### src/rtl/avalon_lsu_master_if.sv
// Bundle of the CPU request/response handshake and the Avalon-MM master bus
// used by avalon_lsu_master; master = LSU side, slave = CPU/RAM side.
interface avalon_lsu_master_if;
  logic        req_valid;
  logic        req_ready;
  logic        req_write;
  logic [1:0]  req_size;
  logic        req_signed;
  logic [31:0] req_addr;
  logic [31:0] req_wdata;
  logic        resp_valid;
  logic [31:0] resp_rdata;
  logic        resp_err;
  logic [31:0] address;
  logic        read;
  logic        write;
  logic        waitrequest;
  logic [31:0] writedata;
  logic [3:0]  byteenable;
  logic [31:0] readdata;

  modport master (
    input  req_valid, req_write, req_size, req_signed, req_addr, req_wdata,
           waitrequest, readdata,
    output req_ready, resp_valid, resp_rdata, resp_err,
           address, read, write, writedata, byteenable
  );

  modport slave (
    output req_valid, req_write, req_size, req_signed, req_addr, req_wdata,
           waitrequest, readdata,
    input  req_ready, resp_valid, resp_rdata, resp_err,
           address, read, write, writedata, byteenable
  );
endinterface

### src/rtl/avalon_lsu_master.sv
// Load/store unit issuing single Avalon-MM transactions to a 32-bit RAM.
// Optional bus-stall timeout enabled by defining AVL_TIMEOUT_EN.
//
// state | meaning
// IDLE  | req_ready high, waiting for a CPU request
// BUS   | Avalon read/write asserted, held while waitrequest is high
// RESP  | one-cycle resp_valid pulse, then back to IDLE
module avalon_lsu_master #(
  parameter int TIMEOUT_CYCLES = 64
) (
  input logic                  clk,
  input logic                  rst,
  avalon_lsu_master_if.master  bus
);

  typedef enum logic [1:0] {IDLE, BUS, RESP} state_t;

  state_t      state, state_n;
  logic [31:0] address_q, address_n;
  logic [31:0] writedata_q, writedata_n;
  logic [31:0] rdata_q, rdata_n;
  logic [3:0]  be_q, be_n;
  logic        read_q, read_n;
  logic        write_q, write_n;
  logic        ready_q, ready_n;
  logic        rvalid_q, rvalid_n;
  logic        err_q, err_n;
  logic [1:0]  size_q, size_n;
  logic [1:0]  off_q, off_n;
  logic        sign_q, sign_n;
  logic        misaligned;

`ifdef AVL_TIMEOUT_EN
  localparam int CW = $clog2(TIMEOUT_CYCLES + 1);
  logic [CW-1:0] cnt_q, cnt_n;
`endif

  function automatic logic [3:0] lanes(logic [1:0] sz, logic [1:0] off);
    case (sz)
      2'b00:   lanes = 4'b0001 << off;
      2'b01:   lanes = off[1] ? 4'b1100 : 4'b0011;
      default: lanes = 4'b1111;
    endcase
  endfunction

  function automatic logic [31:0] replicate(logic [1:0] sz, logic [31:0] d);
    case (sz)
      2'b00:   replicate = {4{d[7:0]}};
      2'b01:   replicate = {2{d[15:0]}};
      default: replicate = d;
    endcase
  endfunction

  // Shift the addressed lane(s) down to bit 0 before extending.
  function automatic logic [31:0] extract(logic [31:0] d, logic [1:0] sz,
                                          logic [1:0] off, logic sg);
    logic [31:0] sh;
    sh = d >> {off, 3'b000};
    case (sz)
      2'b00:   extract = {{24{sg & sh[7]}}, sh[7:0]};
      2'b01:   extract = {{16{sg & sh[15]}}, sh[15:0]};
      default: extract = d;
    endcase
  endfunction

  assign misaligned = (bus.req_size == 2'b11)
                    | ((bus.req_size == 2'b01) & bus.req_addr[0])
                    | ((bus.req_size == 2'b10) & (|bus.req_addr[1:0]));

  always_comb begin
    state_n     = state;
    address_n   = address_q;
    writedata_n = writedata_q;
    be_n        = be_q;
    read_n      = read_q;
    write_n     = write_q;
    ready_n     = ready_q;
    size_n      = size_q;
    off_n       = off_q;
    sign_n      = sign_q;
    rvalid_n    = 1'b0;
    err_n       = 1'b0;
    rdata_n     = '0;
`ifdef AVL_TIMEOUT_EN
    cnt_n       = cnt_q;
`endif
    case (state)
      IDLE: begin
        if (bus.req_valid && ready_q) begin
          ready_n = 1'b0;
          size_n  = bus.req_size;
          off_n   = bus.req_addr[1:0];
          sign_n  = bus.req_signed;
          if (misaligned) begin
            state_n  = RESP;
            rvalid_n = 1'b1;
            err_n    = 1'b1;
          end else begin
            state_n     = BUS;
            address_n   = {bus.req_addr[31:2], 2'b00};
            read_n      = !bus.req_write;
            write_n     = bus.req_write;
            be_n        = lanes(bus.req_size, bus.req_addr[1:0]);
            writedata_n = replicate(bus.req_size, bus.req_wdata);
`ifdef AVL_TIMEOUT_EN
            cnt_n       = '0;
`endif
          end
        end
      end
      BUS: begin
        if (!bus.waitrequest) begin
          read_n   = 1'b0;
          write_n  = 1'b0;
          state_n  = RESP;
          rvalid_n = 1'b1;
          if (read_q) rdata_n = extract(bus.readdata, size_q, off_q, sign_q);
        end
`ifdef AVL_TIMEOUT_EN
        // This edge closes the TIMEOUT_CYCLES-th stall cycle.
        else if (cnt_q == CW'(TIMEOUT_CYCLES - 1)) begin
          read_n   = 1'b0;
          write_n  = 1'b0;
          state_n  = RESP;
          rvalid_n = 1'b1;
          err_n    = 1'b1;
        end else begin
          cnt_n = cnt_q + 1'b1;
        end
`endif
      end
      RESP: begin
        state_n = IDLE;
        ready_n = 1'b1;
      end
      default: state_n = IDLE;
    endcase
  end

  always_ff @(posedge clk or posedge rst) begin
    if (rst) begin
      state       <= IDLE;
      address_q   <= '0;
      writedata_q <= '0;
      be_q        <= '0;
      read_q      <= 1'b0;
      write_q     <= 1'b0;
      ready_q     <= 1'b1;
      rvalid_q    <= 1'b0;
      err_q       <= 1'b0;
      rdata_q     <= '0;
      size_q      <= '0;
      off_q       <= '0;
      sign_q      <= 1'b0;
`ifdef AVL_TIMEOUT_EN
      cnt_q       <= '0;
`endif
    end else begin
      state       <= state_n;
      address_q   <= address_n;
      writedata_q <= writedata_n;
      be_q        <= be_n;
      read_q      <= read_n;
      write_q     <= write_n;
      ready_q     <= ready_n;
      rvalid_q    <= rvalid_n;
      err_q       <= err_n;
      rdata_q     <= rdata_n;
      size_q      <= size_n;
      off_q       <= off_n;
      sign_q      <= sign_n;
`ifdef AVL_TIMEOUT_EN
      cnt_q       <= cnt_n;
`endif
    end
  end

  assign bus.req_ready  = ready_q;
  assign bus.resp_valid = rvalid_q;
  assign bus.resp_rdata = rdata_q;
  assign bus.resp_err   = err_q;
  assign bus.address    = address_q;
  assign bus.read       = read_q;
  assign bus.write      = write_q;
  assign bus.writedata  = writedata_q;
  assign bus.byteenable = be_q;

endmodule

### src/flat_wrapper.sv
// flat-port wrapper written by rule: the top's interface ports become plain ports
module avalon_lsu_master_flat 
#(
  parameter int TIMEOUT_CYCLES = 64
)
  (clk, rst, bus_req_valid, bus_req_write, bus_req_size, bus_req_signed, bus_req_addr, bus_req_wdata, bus_waitrequest, bus_readdata, bus_req_ready, bus_resp_valid, bus_resp_rdata, bus_resp_err, bus_address, bus_read, bus_write, bus_writedata, bus_byteenable);
  avalon_lsu_master_if bus_i ();
  input logic clk;
  input logic rst;
  input wire logic [$bits(bus_i.req_valid)-1:0] bus_req_valid;
  input wire logic [$bits(bus_i.req_write)-1:0] bus_req_write;
  input wire logic [$bits(bus_i.req_size)-1:0] bus_req_size;
  input wire logic [$bits(bus_i.req_signed)-1:0] bus_req_signed;
  input wire logic [$bits(bus_i.req_addr)-1:0] bus_req_addr;
  input wire logic [$bits(bus_i.req_wdata)-1:0] bus_req_wdata;
  input wire logic [$bits(bus_i.waitrequest)-1:0] bus_waitrequest;
  input wire logic [$bits(bus_i.readdata)-1:0] bus_readdata;
  output wire logic [$bits(bus_i.req_ready)-1:0] bus_req_ready;
  output wire logic [$bits(bus_i.resp_valid)-1:0] bus_resp_valid;
  output wire logic [$bits(bus_i.resp_rdata)-1:0] bus_resp_rdata;
  output wire logic [$bits(bus_i.resp_err)-1:0] bus_resp_err;
  output wire logic [$bits(bus_i.address)-1:0] bus_address;
  output wire logic [$bits(bus_i.read)-1:0] bus_read;
  output wire logic [$bits(bus_i.write)-1:0] bus_write;
  output wire logic [$bits(bus_i.writedata)-1:0] bus_writedata;
  output wire logic [$bits(bus_i.byteenable)-1:0] bus_byteenable;
  assign bus_i.req_valid = bus_req_valid;
  assign bus_i.req_write = bus_req_write;
  assign bus_i.req_size = bus_req_size;
  assign bus_i.req_signed = bus_req_signed;
  assign bus_i.req_addr = bus_req_addr;
  assign bus_i.req_wdata = bus_req_wdata;
  assign bus_i.waitrequest = bus_waitrequest;
  assign bus_i.readdata = bus_readdata;
  assign bus_req_ready = bus_i.req_ready;
  assign bus_resp_valid = bus_i.resp_valid;
  assign bus_resp_rdata = bus_i.resp_rdata;
  assign bus_resp_err = bus_i.resp_err;
  assign bus_address = bus_i.address;
  assign bus_read = bus_i.read;
  assign bus_write = bus_i.write;
  assign bus_writedata = bus_i.writedata;
  assign bus_byteenable = bus_i.byteenable;
  avalon_lsu_master #(.TIMEOUT_CYCLES(TIMEOUT_CYCLES)) u_core (.clk(clk), .rst(rst), .bus(bus_i));
endmodule
### config.mk
export PLATFORM = sky130hd
export DESIGN_NAME = avalon_lsu_master_flat
export DESIGN_NICKNAME = d
export VERILOG_FILES = /design/src/rtl/avalon_lsu_master_if.sv /design/src/rtl/avalon_lsu_master.sv /design/src/flat_wrapper.sv
export SDC_FILE = /design/constraint.sdc
export NUM_CORES = 1
export LEC_CHECK = 0
export CELL_PAD_IN_SITES_DETAIL_PLACEMENT = 1
export CELL_PAD_IN_SITES_GLOBAL_PLACEMENT = 1
export CORE_MARGIN = 2
export CORE_UTILIZATION = 31
export CTS_CLUSTER_DIAMETER = 200
export DETAILED_ROUTE_END_ITERATION = 12
export PLACE_DENSITY = 0.76
export SKIP_CTS_REPAIR_TIMING = 1
export SLEW_MARGIN = 25
export SYNTH_ARGS = -nofsm -noshare
export SYNTH_HDL_FRONTEND = slang
export SYNTH_SLANG_ARGS = --single-unit
### constraint.sdc
create_clock -name clk -period 3.6 [get_ports clk]
set_input_delay 0.36 -clock clk [delete_from_list [all_inputs] [get_ports clk]]
set_output_delay 0.36 -clock clk [all_outputs]
set_load 0.05 [all_outputs]
# [Word-level counts from Yosys, hierarchy flattened]
# Cells that the tools add are included.
# W data, S select, Z words.
[word_totals] regBits=110 in_bits=104 output_inout_bits=105 wordCells=69
[op_classes] n_eq_ne=9 n_shift=2 mux=25 bitwise_logic=7 reduce_logical=13
[ops] operator="$pmux W32 S2" n=2
[ops] operator="$mux W32" n=3
[ops] operator="$shr A32 B5 Y16" n=1
[ops] operator="$mux W1" n=10
[ops] operator="$pmux W1 S2" n=4
[ops] operator="$pmux W4 S2" n=1
[ops] operator="$eq A2 B1 Y1 const B" n=3
[ops] operator="$eq A2 B2 Y1 const B" n=3
[ops] operator="$logic_not A2 Y1" n=3
[ops] operator="$mux W2" n=3
[ops] operator="$reduce_and A2 Y1" n=3
[ops] operator="$and A1 B1 Y1" n=4
[ops] operator="$mux W4" n=1
[ops] operator="$ne A2 B2 Y1 const B" n=2
[ops] operator="$pmux W2 S2" n=1
[ops] operator="$reduce_and A4 Y1" n=1
[ops] operator="$reduce_bool A2 Y1" n=2
[ops] operator="$shl A1 B2 Y4 const A" n=1
[ops] operator="$reduce_and A3 Y1" n=1
[ops] operator="$ne A2 B1 Y1 const B" n=1
[ops] operator="$or A1 B1 Y1" n=2
[ops] operator="$reduce_or A2 Y1" n=1
[ops] operator="$logic_and A1 B1 Y1" n=1
[ops] operator="$logic_not A1 Y1" n=1
[ops] operator="$not A1 Y1" n=1

# [Longest topological paths before layout]
# Gate-level depths: netlist of run 1.
[depth] word_depth=7 mapped_depth=6 mapped_depth_nobuf=3

# [Worst setup path after synthesis of run 1]
# No wires, ideal clock.
[synth_path] kind="reg-to-reg" start="register u_core.ready_q (netlist: u_core.bus.req_ready)" end="register u_core.address_q[21] (netlist: u_core.bus.address[21])" setup_time_ps=125 arrival_ps=1672 t_required_ps=3475 path_slack_ps=1802 stages_incl_launch_ff=7 path_buffers=3 period_less_slack_ps=1798 cell_sequence="dfstp_2 > and4bb_1 > buf_4 > o21ai_2 > buf_6 > buf_6 > mux2_4"
[synth_between] elab_chain_cells=2
[synth_rtl] item="start, declared" line_no="avalon_lsu_master.sv:25" rtl="logic ready_q, ready_n;"
[synth_rtl] item="start signal, assigned" line_no="avalon_lsu_master.sv:165" rtl="ready_q <= ready_n;"
[synth_rtl] item="$logic_and A1 B1 Y1" line_no="avalon_lsu_master.sv:89" rtl="if (bus.req_valid && ready_q) begin"
[synth_rtl] item="$reduce_and A3 Y1 (no line)"
[synth_rtl] item="end signal, assigned" line_no="avalon_lsu_master.sv:160" rtl="address_q <= address_n;"
[synth_rtl] item="end, declared" line_no="avalon_lsu_master.sv:19" rtl="logic [31:0] address_q, address_n;"
# No other way between the ends.
# A chain may end at the register's enable or synchronous reset.

# [Worst setup path in the final report of run 1]
[layout_path] start="input port bus_req_size[0]" end="register u_core.address_q[6] (netlist: u_core.bus.address[6])"
[layout_between] elab_chain_cells=6 word_cells_on_any_way=9 classes_between="eq/ne (3); bitwise (5); reduce/logical (1)"
[layout_rtl] item="start, declared" line_no="flat_wrapper.sv:12" rtl="input wire logic [$bits(bus_i.req_size)-1:0] bus_req_size;"
[layout_rtl] item="$eq A2 B1 Y1" line_no="avalon_lsu_master.sv:67" rtl="| ((bus.req_size == 2'b01) & bus.req_addr[0])"
[layout_rtl] item="$and A1 B1 Y1" line_no="avalon_lsu_master.sv:67"
[layout_rtl] item="$or A1 B1 Y1" line_no="avalon_lsu_master.sv:67"
[layout_rtl] item="$or A1 B1 Y1 *" line_no="avalon_lsu_master.sv:68" rtl="| ((bus.req_size == 2'b10) & (|bus.req_addr[1:0]));"
[layout_rtl] item="$not A1 Y1 (no line) *"
[layout_rtl] item="$reduce_and A3 Y1 (no line) *"
# Mark *: on every way between the ends. The rest lies on a longest branch, timed or not.

==> results.ini, run 1 <==
[placed_design]
dp_cells=804
hpwl_mm=11.9
port_buffers=206
gp_congestion=0.787

[route]
ant_nets=0
wl_per_cell_um=19.3
num_vias=4053
dr.first_iter.drc_count=159
via_per_inst=4.94
drt-total-wl_mm=15.8
first_pass_iters=5
drc=0

[global_route]
grt.overflow.total=0
grt_pass1_vias=4429
antenna_found_initial=0
grt_pass1_wl_mm=24.8
grt_max_degree=70
grt_util_all_layers=0.176

[logic_synthesis]
synth.area.top_cells=dfrtp_1 (51%), mux2_4 (14%), mux2_2 (8.0%)
synthXorXnorAreaFrac=0.00163
yosys.area_share.adder=0
synth_top_cell_by_area=dfrtp_1
netlist.area_leader.share=0.508
syn_avg_cell_area_um2=13.6
synth-compound-area-share=0.132
async_flop_share=1.00
synthSimpleGateAreaFrac=0.0643
synth.most_common_cell=dfrtp_1
synth_edf_count=0
ys_ff_latch=110
synth_mux_area_frac=0.242
synth_top_family_by_area=multiplexers
synth_common_cells=dfrtp_1 (109), mux2_4 (49), mux2_2 (38), nand2_1 (25), nand3_1 (16)
postSynthCellCount=396
synth_warnings=0
synth-seq-area-share=0.513
synth-main-ff-cell=dfrtp_1
syn_area_mm2=0.00537
synthDistinctLibCells=49

[sta]
worst_pin_slew_ns=0.927
setup_viol=0
drv_slew=0
setup_tns_ns=0
final.setup_skew_ns=0.00843
rsz0062_at_grt=false
period_needed_ns=2.35
slew_headroom=0.381
finalCritPeriodShare=0.653
fmax_ghz=0.426
hold_viol_final=0

[layout]
fillCellCount=1753
layout.cells.non_filler=820
syn_to_final_growth_pct=47.9
antenna_cells=0
drive_above_1_share=0.242
fin_nets=694
seq_area_mm2=0.00275
multi_input_area_mm2=0.00239

[cts]
htreeDepth=3
root_buffer=clkbuf_16
clk_latency_ns=0.36
cts_tree=yes
clockBufferDepth=2
clk_pin_slew_ns=0.08
cts_sinks=110
cts_made_buffers=9

[critical_path]
cp.required_ns=3.85
worstSetupEndpointType=register
arrival_ns=2.60
critical_path.cell_chain=clkdlybuf4s50_1 > a21oi_1 > o21ai_4 > buf_12 > mux2_2
crit-reg2reg-launch=u_core.off_q[1]
reg2reg_depth=3
r2r_slack_ns=1.33
r2r-end=u_core.bus.resp_rdata[19]
critPathMaxFanout=33
slowest_stage=clkdlybuf4s50_1
critPathLaunchType=primary input
crit_family=buffers and inverters
cp_slowest_stage_delay_ns=0.67
critPathBufInv=2
critPathKind=primary input to register

[hold_path]
hold_class=register to register
hp-start=u_core.size_q[1]
holdPathStages=2
whs_endpoint=u_core.size_q[1]

[die]
rows=48
coreArea_mm2=0.0171
dieArea_mm2=0.0184
die_w_um=136
die_h_um=136
ioPinCount=209
start_util=0.314

[outcome]
run_status=completed

[job]
maxCapViolations=0

[power]
leakagePower_nw=3.46
power_density_mw_per_mm2=818
ir_drop_v=0.000495

-- kinds of logic (layout without fill, tap and decap cells) --
| group | after synthesis | after routing |
|---|---|---|
| other | 1 | 2 |
| flip-flops | 110 | 110 |
| buffers and inverters | 41 | 239 |
| XOR/XNOR | 1 | 1 |
| AO/OA/AOI/OAI | 80 | 80 |
| AND/OR/NAND/NOR | 64 | 64 |
| multiplexers | 99 | 99 |
-- state kept, by name, summed over array words and instances, names as in the netlist --
register and flops:
u_core.bus.resp_valid 1, u_core.bus.read 1, u_core.bus.writedata 32, u_core.bus.resp_rdata 32, u_core.bus.write 1, u_core.state 2
u_core.bus.resp_err 1, u_core.size_q 2, u_core.bus.req_ready 1, u_core.sign_q 1, u_core.off_q 2, u_core.bus.byteenable 4
u_core.bus.address 30
-- per-stage QoR --
| stage | utilization | cell area [um^2] | setup WS, ns | hold WS, ns | power (mW) |
|---|---|---|---|---|---|
| global placement | 0.445 | 7610 | 0.909 | 0.457 | 5.32 |
| global route | 0.464 | 7940 | 1.14 | 0.518 | 6.78 |
| detailed placement | 0.445 | 7610 | 0.815 | 0.472 | 5.41 |
| finish | 0.464 | 7940 | 1.25 | 0.487 | 6.49 |
| floorplan | - | 5380 | 0.339 | 0.438 | 4.28 |
| CTS | 0.464 | 7940 | 1.21 | 0.490 | 6.56 |
-- routing by layer --
metal	share of wire	global-route usage	wire [um]
met1	0.40	0.206	6320
met2	0.50	0.305	7970
met3	0.080	0.0531	1260
met4	0.016	0.0608	253
met5	0	0	0
-- tightest hold or removal path, delay by kind of cell, from the launching register on --
family	cells	cell delay, ns
and+or+nand+nor	2	0.10
DFF	1	0.35
-- power by group --
part	leakage [nW]	internal [mW]	total, mW	switching (mW)
logic	1.90	1.36	3.44	2.08
clock network	0.158	0.621	1.12	0.498
registers	1.41	1.63	1.94	0.304
-- layout by cell type (no fill, tap or decap), drive strengths merged, types with 2 or more instances in the layout --
cell type	count
a211oi	2
a21oi	10
a221o	3
a221oi	7
a31o	3
buf	9
bufinv	2
clkbuf	9
clkdlybuf4s50	206
clkinv	2
conb	2
dfrtp	109
inv	10
mux2	87
mux2i	11
nand2	25
nand2b	3
nand3	16
nor2	3
nor2b	5
nor3	2
nor4b	2
o21ai	14
o221a	7
o22a	7
o31ai	24
-- worst max-delay path by stage --
stage,start,end,depth (start not counted)
global placement,bus_req_size[0],u_core.bus.address[6],5
floorplan,rst,u_core.bus.address[10],1
finish,bus_req_size[0],u_core.bus.address[6],5
detailed placement,bus_req_size[0],u_core.bus.address[6],5
CTS,bus_req_size[0],u_core.bus.address[6],5
global route,bus_req_size[0],u_core.bus.address[6],5
-- cell type report --
| type | count | share of cell area |
|---|---|---|
| Clock buffer | 9 | 0.0284 |
| Clock inverter | 7 | 0.0132 |
| Inverter | 8 | 0.00410 |
| Multi-Input combinational cell | 246 | 0.301 |
| Sequential cell | 110 | 0.347 |
| Tap cell | 225 | 0.0354 |
| Timing Repair Buffer | 215 | 0.271 |
(Power assumes the default switching activity.)
==> run 2, diff against run 1 <==
==> constraint.sdc (replaced) <==
create_clock -name clk -period 2.45 [get_ports clk]
set_input_delay 0.245 -clock clk [delete_from_list [all_inputs] [get_ports clk]]
set_output_delay 0.245 -clock clk [all_outputs]
set_load 0.05 [all_outputs]
==> results.ini, run 2 (same netlist as run 1, synthesis figures left out) <==
[outcome]
run_status=completed

[global_route]
grt_pass1_vias=4723
grt_max_degree=57
grt_util_all_layers=0.178
grt.overflow.total=0
antenna_found_initial=0
grt_pass1_wl_mm=25.6

[sta]
drv_slew=0
fmax_ghz=0.507
rsz0062_at_grt=false
finalCritPeriodShare=0.805
setup_tns_ns=0
setup_viol=0
hold_viol_final=0
final.setup_skew_ns=0.00584
period_needed_ns=1.97
slew_headroom=0.507
worst_pin_slew_ns=0.738

[power]
ir_drop_v=0.000844
clockPowerShare=0.185
power_density_mw_per_mm2=1210
leakagePower_nw=3.51
switching_share=0.432
power.share.sequential=0.288
comb_power_share=0.526
switching_power_mw=4.22
p_int_mw=5.54

[die]
rows=48
dieArea_mm2=0.0184
die_w_um=136
ioPinCount=209
die_h_um=136
coreArea_mm2=0.0171
start_util=0.314

[placed_design]
port_buffers=206
hpwl_mm=11.9
gp_congestion=0.804
dpl_cell_area_mm2=0.00768

[layout]
seq_area_mm2=0.00275
fillCellCount=1761
drive_above_1_share=0.251
syn_to_final_growth_pct=49.8
fin_area_mm2=0.00805
post-route-util=0.470
final_common_cell=clkdlybuf4s50_1
antenna_cells=0
fin_nets=701
multi_input_area_mm2=0.00239
mostFrequentLayoutCells=clkdlybuf4s50_1 (206), dfrtp_1 (109), mux2_4 (49), mux2_2 (38), nand2_1 (25)

[critical_path]
r2r_slack_ns=0.53
critPathMaxFanout=4
crit_cells=1
reg2reg_depth=4
cp_slowest_stage_delay_ns=0.83
critPathBufInv=1
cp.required_ns=2.20
critical_path.cell_chain=clkdlybuf4s50_1
critPathKind=register to output pin
arrival_ns=1.73
r2r-end=u_core.bus.resp_rdata[13]
slowest_stage=clkdlybuf4s50_1
worstSetupEndpointType=output pin
crit_family=buffers and inverters
crit-reg2reg-launch=u_core.off_q[1]
critPathLaunchType=register

[cts]
root_buffer=clkbuf_16
clk_pin_slew_ns=0.07
htreeDepth=3
clockBufferDepth=2
cts_tree=yes
cts_made_buffers=9
clk_latency_ns=0.35
cts_sinks=110

[route]
ant_nets=0
via_per_inst=4.98
drt-total-wl_mm=16.1
wl_per_cell_um=19.4
dr.first_iter.drc_count=129
num_vias=4121
first_pass_iters=4
drc=0

[job]
maxCapViolations=0

[hold_path]
hold_class=primary input to asynchronous set/reset pin

[run 2: cell types whose count changed in the layout (fill, tap and decap cells not counted), moves of 2 or more]
| cell | change |
|---|---|
| buf_4 | +6 |
| bufinv_16 | +2 |
| clkinv_4 | -2 |
| clkinvlp_4 | +2 |
[run 2: metrics by stage]
step                hold slack, ns  instances  power (mW)  setup slack [ns]
CTS                          0.323        827        9.84             0.457
floorplan                    0.335        397        6.29             0.652
finish                       0.316        827        9.76             0.479
global placement             0.456        811        7.85             0.285
detailed placement           0.468        811        7.98             0.157
global route                 0.362        827        10.2             0.425
[run 2: cell type report]
| class | count | share of cell area |
|---|---|---|
| clock buffer | 9 | 0.0280 |
| clock inverter | 7 | 0.0179 |
| inverter | 8 | 0.00420 |
| multi-input combinational | 246 | 0.297 |
| sequential | 110 | 0.342 |
| tap | 225 | 0.0350 |
| timing repair buffer | 222 | 0.276 |
[run 2: worst max path at each step]
| stage | start | endpoint | slack [ns] |
|---|---|---|---|
| 6_report | u_core.bus.req_ready | bus_req_ready | 0.48 |
| 5_1_grt | bus_req_size[0] | u_core.bus.writedata[30] | 0.42 |
| 4_1_cts | u_core.bus.req_ready | bus_req_ready | 0.46 |
| 3_5_place_dp | bus_req_size[0] | u_core.bus.address[3] | 0.16 |
| 3_3_place_gp | bus_req_size[0] | u_core.bus.address[8] | 0.29 |
| 2_1_floorplan | u_core.bus.req_ready | u_core.bus.address[21] | 0.65 |
[run 2: power groups by stage]
stage	clock, mW	sequential, mW	combinational (mW)
6_report	1.81	2.81	5.13
5_1_grt	1.91	2.89	5.35
4_1_cts	1.85	2.82	5.17
3_5_place_dp	0	2.83	5.15
3_3_place_gp	0	2.81	5.04
2_1_floorplan	0	4.63	1.66
[run 2: routing by layer]
layer / wire length, um / vias up / track usage
li1: - / 1856 / -
met4: 210 / 0 / 0.0579
met2: 8050 / 156 / 0.315
met5: 0 / - / 0
met1: 6700 / 2094 / 0.213
met3: 1130 / 15 / 0.0415
==> run 3, diff against run 2 <==
--- a/config.mk
+++ b/config.mk
@@ -11,7 +11,7 @@
 export CORE_UTILIZATION = 31
 export CTS_CLUSTER_DIAMETER = 200
 export DETAILED_ROUTE_END_ITERATION = 12
-export PLACE_DENSITY = 0.76
+export PLACE_DENSITY = 0.79
 export SKIP_CTS_REPAIR_TIMING = 1
 export SLEW_MARGIN = 25
 export SYNTH_ARGS = -nofsm -noshare
==> constraint.sdc (replaced) <==
create_clock -name clk -period 1.8 [get_ports clk]
set_input_delay 0.18 -clock clk [delete_from_list [all_inputs] [get_ports clk]]
set_output_delay 0.18 -clock clk [all_outputs]
set_load 0.05 [all_outputs]
==> results.ini, run 3 (same netlist as run 1, synthesis figures left out) <==
[outcome]
run_status=completed

[global_route]
grt.overflow.total=0
grt_util_all_layers=0.171
use_met2=0.293
met3_usage=0.0479
grt_pass1_wl_mm=24.4
grt_pass1_vias=4637
antenna_found_initial=0
top_usage_layer=met2
grt_max_degree=43
met1_usage=0.206

[cts]
clk_latency_ns=0.35
clockBufferDepth=2
cts_sinks=110
cts_made_buffers=9
root_buffer=clkbuf_16
htreeDepth=3
clk_pin_slew_ns=0.08
cts_tree=yes

[critical_path]
arrival_ns=1.57
cp.required_ns=1.62
critPathLaunchType=register
crit_family=buffers and inverters
worstSetupEndpointType=output pin
critPathMaxFanout=2
critical_path.cell_chain=clkdlybuf4s50_1
critPathBufInv=1
critPathKind=register to output pin
cp_slowest_stage_delay_ns=0.82
slowest_stage=clkdlybuf4s50_1

[sta]
period_needed_ns=1.75
finalCritPeriodShare=0.972
worst_pin_slew_ns=0.530
final.setup_skew_ns=0.00778
slew_headroom=0.646
hold_viol_final=0
drv_slew=0
rsz0062_at_grt=false
fmax_ghz=0.572
setup_viol=0

[die]
start_util=0.314
die_h_um=136
dieArea_mm2=0.0184
coreArea_mm2=0.0171
ioPinCount=209
rows=48
die_w_um=136

[job]
maxCapViolations=0

[layout]
layout.cells.non_filler=848
final_common_cell=clkdlybuf4s50_1
antenna_cells=0
fillCellCount=1740
mostFrequentLayoutCells=clkdlybuf4s50_1 (193), dfrtp_1 (109), mux2_4 (49), buf_4 (44), mux2_2 (38)
fin_nets=722
fin_area_mm2=0.00816
drive_above_1_share=0.299
syn_to_final_growth_pct=51.9

[power]
ir_drop_v=0.00101
power_mw=13.0
leakagePower_nw=3.62
power_density_mw_per_mm2=1590

[route]
drt-total-wl_mm=15.6
ant_nets=0
dr.first_iter.drc_count=125
first_pass_iters=4
num_vias=4161
drc=0
wl_per_cell_um=18.4
via_per_inst=4.91

[placed_design]
dpl_cell_area_mm2=0.00784
gp_congestion=0.791
hpwl_mm=12.0
dp_cells=832
port_buffers=206

[hold_path]
hold_class=primary input to asynchronous set/reset pin

run 3: changes by cell type in the layout (fill, tap and decap cells not counted), moves of 3 or more:
| cell | before | now |
|---|---|---|
| buf_12 | 3 | 6 |
| buf_4 | 13 | 44 |
| bufinv_16 | 4 | 1 |
| clkdlybuf4s50_1 | 206 | 193 |
run 3: worst paths after layout:
kind,from,to,slack [ns],depth (start not counted)
setup / recovery,u_core.bus.writedata[15],bus_writedata[15],0.05,1
hold reg to reg,u_core.sign_q,u_core.sign_q,0.49,2
max in group asynchronous,rst,u_core.bus.req_ready,1.03,3
min in group clk,bus_req_signed,u_core.sign_q,0.36,3
setup reg to reg,u_core.state[1],u_core.bus.resp_rdata[18],0.12,4
hold / removal,rst,u_core.bus.address[29],0.20,2
run 3: layout make-up:
type	count	area (um^2)	area share
clock buffers	9	225	0.0276
inverters	8	33.8	0.00414
flip-flops and latches	110	2750	0.337
multi-input cells	246	2390	0.293
repair buffers	243	2380	0.292
clock inverters	7	91.3	0.0112
well taps	225	282	0.0345
run 3: power by group:
part | internal, mW | leakage (nW) | total (mW) | switching [mW]
clock network | 1.11 | 0.151 | 2.10 | 0.985
logic | 2.85 | 2.06 | 7.06 | 4.21
registers | 3.27 | 1.41 | 3.84 | 0.577
total | 7.23 | 3.62 | 13.0 | 5.77
run 3: stage by stage:
stage | TNS (ns) | hold WS (ns) | setup slack [ns] | utilization
floorplan | 0 | 0.270 | 0.00244 | -
global placement | -4.83 | 0.466 | -0.101 | 0.458
detailed placement | -5.31 | 0.481 | -0.143 | 0.458
CTS | -0.00181 | 0.192 | -0.00181 | 0.477
global route | 0 | 0.205 | 0.0142 | 0.477
finish | 0 | 0.197 | 0.0503 | 0.477
run 3: per-layer routing:
| layer | wire [um] | vias to the layer above |
|---|---|---|
| met5 | 0 | - |
| met4 | 334 | 0 |
| met3 | 1050 | 33 |
| met2 | 7830 | 153 |
| met1 | 6420 | 2068 |
| li1 | - | 1907 |
